**src/rtl/result_display.sv**
```systemverilog
// Result display stage for the calculator ALU.
// Captures a 5-bit result with its op-select and flags, converts it to
// sign/tens/ones by repeated subtract-10, and scans a 3-digit common-anode
// 7-segment display (active-low segments and anodes).
// Optional build macro: BLANK_LEADING_ZERO_EN shows a blank tens digit when
// the tens value is zero. The default build always shows the tens digit.
//
// state | meaning
// IDLE  | after reset, display shows "---", load accepted
// CONV  | subtracting 10 per cycle from the magnitude, load ignored
// SHOW  | digits hold the last converted value or "Err", load accepted
module result_display #(
  parameter int REFRESH_DIV = 50000
) (
  input  logic       clk,
  input  logic       rst_n,
  input  logic       load,
  input  logic [4:0] result,
  input  logic [1:0] sel,
  input  logic       zeroFlag,
  input  logic       divByZeroFlag,
  output logic       ready,
  output logic [6:0] seg,
  output logic [2:0] an,
  output logic       zeroLed,
  output logic       errLed
);

  localparam int CW = (REFRESH_DIV > 2) ? $clog2(REFRESH_DIV) : 1;
  localparam logic [CW-1:0] CNT_LAST = CW'(REFRESH_DIV - 1);

  localparam logic [1:0] ST_IDLE = 2'd0;
  localparam logic [1:0] ST_CONV = 2'd1;
  localparam logic [1:0] ST_SHOW = 2'd2;

  localparam logic [6:0] SEG_DASH  = 7'b0111111;
  localparam logic [6:0] SEG_BLANK = 7'b1111111;
  localparam logic [6:0] SEG_E     = 7'b0000110;
  localparam logic [6:0] SEG_R     = 7'b0101111;

  logic [1:0]    r_state;
  logic [4:0]    r_mag;
  logic [1:0]    r_tens;
  logic          r_sign;
  logic          r_zero_led;
  logic          r_err_led;
  logic [6:0]    r_dig0;
  logic [6:0]    r_dig1;
  logic [6:0]    r_dig2;
  logic [CW-1:0] r_cnt;
  logic [1:0]    r_scan;

  logic          w_neg;
  logic [4:0]    w_mag;
  logic [6:0]    w_tens_seg;

  function automatic logic [6:0] seg7(input logic [3:0] d);
    case (d)
      4'd0:    seg7 = 7'b1000000;
      4'd1:    seg7 = 7'b1111001;
      4'd2:    seg7 = 7'b0100100;
      4'd3:    seg7 = 7'b0110000;
      4'd4:    seg7 = 7'b0011001;
      4'd5:    seg7 = 7'b0010010;
      4'd6:    seg7 = 7'b0000010;
      4'd7:    seg7 = 7'b1111000;
      4'd8:    seg7 = 7'b0000000;
      4'd9:    seg7 = 7'b0010000;
      default: seg7 = SEG_BLANK;
    endcase
  endfunction

  // Only subtraction results are signed; -16 maps to magnitude 16, which still fits 5 bits.
  assign w_neg = (sel == 2'b01) && result[4];
  assign w_mag = w_neg ? (~result + 5'd1) : result;

  // Tens digit pattern, optionally suppressing a leading zero.
`ifdef BLANK_LEADING_ZERO_EN
  assign w_tens_seg = (r_tens == 2'd0) ? SEG_BLANK : seg7({2'b00, r_tens});
`else
  assign w_tens_seg = seg7({2'b00, r_tens});
`endif

  // Capture, subtract-10 conversion and digit latching.
  always_ff @(posedge clk or negedge rst_n) begin
    if (!rst_n) begin
      r_state    <= ST_IDLE;
      r_mag      <= 5'd0;
      r_tens     <= 2'd0;
      r_sign     <= 1'b0;
      r_zero_led <= 1'b0;
      r_err_led  <= 1'b0;
      r_dig0     <= SEG_DASH;
      r_dig1     <= SEG_DASH;
      r_dig2     <= SEG_DASH;
    end else begin
      case (r_state)
        ST_IDLE, ST_SHOW: begin
          if (load) begin
            r_mag      <= w_mag;
            r_sign     <= w_neg;
            r_tens     <= 2'd0;
            r_zero_led <= zeroFlag;
            r_err_led  <= divByZeroFlag;
            if (divByZeroFlag) begin
              r_state <= ST_SHOW;
              r_dig2  <= SEG_E;
              r_dig1  <= SEG_R;
              r_dig0  <= SEG_R;
            end else begin
              r_state <= ST_CONV;
            end
          end
        end
        ST_CONV: begin
          if (r_mag >= 5'd10) begin
            r_mag  <= r_mag - 5'd10;
            r_tens <= r_tens + 2'd1;
          end else begin
            r_dig2  <= r_sign ? SEG_DASH : SEG_BLANK;
            r_dig1  <= w_tens_seg;
            r_dig0  <= seg7(r_mag[3:0]);
            r_state <= ST_SHOW;
          end
        end
        default: r_state <= ST_IDLE;
      endcase
    end
  end

  // Free-running refresh counter advancing the active digit on each wrap.
  always_ff @(posedge clk or negedge rst_n) begin
    if (!rst_n) begin
      r_cnt  <= '0;
      r_scan <= 2'd0;
    end else if (r_cnt == CNT_LAST) begin
      r_cnt  <= '0;
      r_scan <= (r_scan == 2'd2) ? 2'd0 : r_scan + 2'd1;
    end else begin
      r_cnt <= r_cnt + 1'b1;
    end
  end

  // Anode select and segment mux for the active digit.
  always_comb begin
    an  = 3'b110;
    seg = r_dig0;
    case (r_scan)
      2'd1: begin
        an  = 3'b101;
        seg = r_dig1;
      end
      2'd2: begin
        an  = 3'b011;
        seg = r_dig2;
      end
      default: begin
        an  = 3'b110;
        seg = r_dig0;
      end
    endcase
  end

  assign ready   = (r_state != ST_CONV);
  assign zeroLed = r_zero_led;
  assign errLed  = r_err_led;

endmodule

```
**config.mk**
```make
export PLATFORM = sky130hd
export DESIGN_NAME = result_display
export DESIGN_NICKNAME = d
export VERILOG_FILES = /design/src/rtl/result_display.sv
export SDC_FILE = /design/constraint.sdc
export NUM_CORES = 1
export LEC_CHECK = 0
export ABC_CLOCK_PERIOD_IN_PS = 1800
export CORE_MARGIN = 8
export CORE_UTILIZATION = 30
export DETAILED_ROUTE_END_ITERATION = 12
export GPL_TIMING_DRIVEN = 0
export SYNTH_ARGS = -nofsm -noshare
export SYNTH_HDL_FRONTEND = slang
export SYNTH_SLANG_ARGS = --single-unit
```
**constraint.sdc**
```tcl
create_clock -name clk -period 1.8 [get_ports clk]
set_input_delay 0.36 -clock clk [delete_from_list [all_inputs] [get_ports clk]]
set_output_delay 0.36 -clock clk [all_outputs]
set_load 0.01 [all_outputs]
```
==> reports/results.ini <==
[clock_network]
root_buffer = clkbuf_8
cts_tree = done
clock_sinks = 45
h-tree-depth = 2
worst_setup_hold_path_clk_slew_ps = 80
worstSkewPairLatency_ps = 290
clock_path_buffers = 2
cts_buffers = 5

[drt]
detail-route-antenna-nets = 0
wire_per_inst_um = 13.8
vias = 1916
dr.pass1.iters = 4
via_per_inst = 4.77
drt_iter0_markers = 107
route.detailed.drc = 0
wl_um = 5550

[grt]
grt_first_pass_wirelength_um = 9060
grt_util_all_layers = 0.0960
grt_max_degree = 34
gr-total-overflow = 0
grt_pass1_vias = 1968
antenna_found_initial = 0

[floorplanning]
placementRows = 33
ios = 25
die_x_um = 108
core_mm2 = 0.00822
start_util = 0.311
die_h_um = 108
die_area_mm2 = 0.0117

[worst_setup_path]
worst-setup-path-type = reg2out
start_kind = register
cp_max_fo = 7
end_kind = output pin
required_ps = 1440
arrival_ps = 1580

[sta]
maxSlewHeadroom = 0.761
hold_violations = 0
rsz0062_at_grt = yes
fin_crit_ps = 1940
final_max_slew_viol_count = 0
finalClockSkew_ps = 4.16
setup_ws_ps = -137
fin_crit_sh = 1.08
tightest_slew_ps = 355
setup_viol = 7
fmax_ghz = 0.516
hold_slack_ps = 457

[placement]
gp_congestion = 0.771
numPlacedInstances = 381
io_buffer_count = 24
dp_hpwl_um = 3940

[layout]
final_cell_mix = 32 x dfrtp_1, 22 x nand2_1, 19 x nor2_1, 14 x o21ai_0, 14 x ha_1
area_growth_pct = 28.6
drive_gt1_frac = 0.306
fin_nets = 327
fin_cells = 402
final_common_cell = dfrtp_1
diodes = 0

[synth]
synth_flop_cell = dfrtp_1
synthArstFlopShare = 1.00
ys_types = 50
seq_area_frac_synth = 0.447
ys_ff_latch = 45
synth_edf_count = 0
yosys_warnings = 0
synth_area_per_cell_um2 = 10.2
syn_inst = 251
synthesis.area_mm2 = 0.00255
syn_nets = 282

[min_path]
hold_path_class = reg2reg

[power_and_ir_drop]
leakage_nw = 1.37
ir_drop_mv = 0.615
power_density_mw_per_mm2 = 1180

[status]
failed_checks = setup timing
outcome = finished with violations

[flow_run]
cap_violations = 0

==> cell type report <==
class	count	area (um2)
plain buffers	7	57.6
well taps	105	131
clock inverters	1	30.0
repair buffers	38	335
multi-input cells	180	1430
clock buffers	7	86.3
flip-flops and latches	45	1140
fillers	805	4930
inverters	19	73.8
==> metrics by stage <==
stage	setup WS, ps	TNS [ps]	cell area (um2)	utilization	total power [mW]
global route	-201	-1310	3280	0.400	4.15
finish	-137	-814	3280	0.400	3.88
CTS	-162	-721	3190	0.388	3.82
floorplan	10.6	0	2550	-	2.48
detailed placement	-679	-7970	2940	0.358	2.98
global placement	-933	-43540	2930	0.356	2.96
==> metal layers <==
metal / global-route usage / wire [um] / vias up
li1: - / - / 967
met1: 0.123 / 2780 / 913
met2: 0.157 / 2560 / 29
met3: 0.0232 / 152 / 7
met4: 0.0283 / 57 / 0
met5: 0 / 0 / -
==> critical path, cell delays in order, from the launching register on <==
cell	delay (ps)
dfrtp_1	410
buf_6	130
ha_4	170
buf_4	140
a22oi_1	200
a21oi_2	90
buf_2	140
==> registers in the layout (all words and copies together), names as in the netlist, 2 cells and up <==
| name | flops |
|---|---|
| r_cnt | 16 |
| r_dig0 | 7 |
| r_dig1 | 6 |
| r_dig2 | 2 |
| r_mag | 5 |
| r_scan | 2 |
| r_state | 2 |
| r_tens | 2 |
==> report_power, final <==
| part | internal (mW) | switching (mW) |
|---|---|---|
| Combinational | 0.729 | 0.817 |
| Clock | 0.453 | 0.340 |
| Sequential | 1.33 | 0.212 |
| Total | 2.51 | 1.37 |
==> synthesized netlist by cell type, drive strengths merged, types with 5 or more instances <==
master,number,area [um2]
a21oi,12,63.8
mux2,9,116
nor2b,5,31.3
dfrtp,33,826
nor2,22,85.1
ha,19,238
xor2,6,52.6
nand3,8,45.0
o21ai,15,75.1
dfstp,12,315
buf,5,38.8
nand2,23,86.3
xnor2,9,78.8
o21a,5,37.5
inv,19,71.3
==> path summary, 6_finish.rpt <==
path / from / to / slack, ps / depth (start not counted)
min in group asynchronous: rst_n / r_cnt[3] / 490 / 2
worst min-delay path: r_sign / r_dig2[6] / 460 / 1
worst min register to register: r_sign / r_dig2[6] / 460 / 1
worst max-delay path: r_scan[0] / seg[6] / -140 / 6
max in group asynchronous: rst_n / r_dig0[3] / 760 / 3
worst max register to register: r_mag[0] / r_dig0[3] / 70 / 7
==> cells by family (layout without fill, tap and decap cells) <==
kind of cell,after synthesis,in the layout,share of synthesized area
DFF,45,45,0.447
buffers and inverters,26,72,0.0461
and+or+nand+nor,80,80,0.164
muxes,12,12,0.0573
xor gates and xnor gates,15,15,0.0514
AOI/OAI and AO/OA,54,54,0.141
adders and majority gates,19,19,0.0931
==> what timing repair did <==
action,CTS,global route
buffers inserted,7,4
hold buffers,1,0
gates resized for setup,61,16
gates cloned,1,0
pin swaps,4,1
endpoints found under the hold margin,12,0
setup endpoints to repair,27,19
Power figures use the tool's default switching activity.
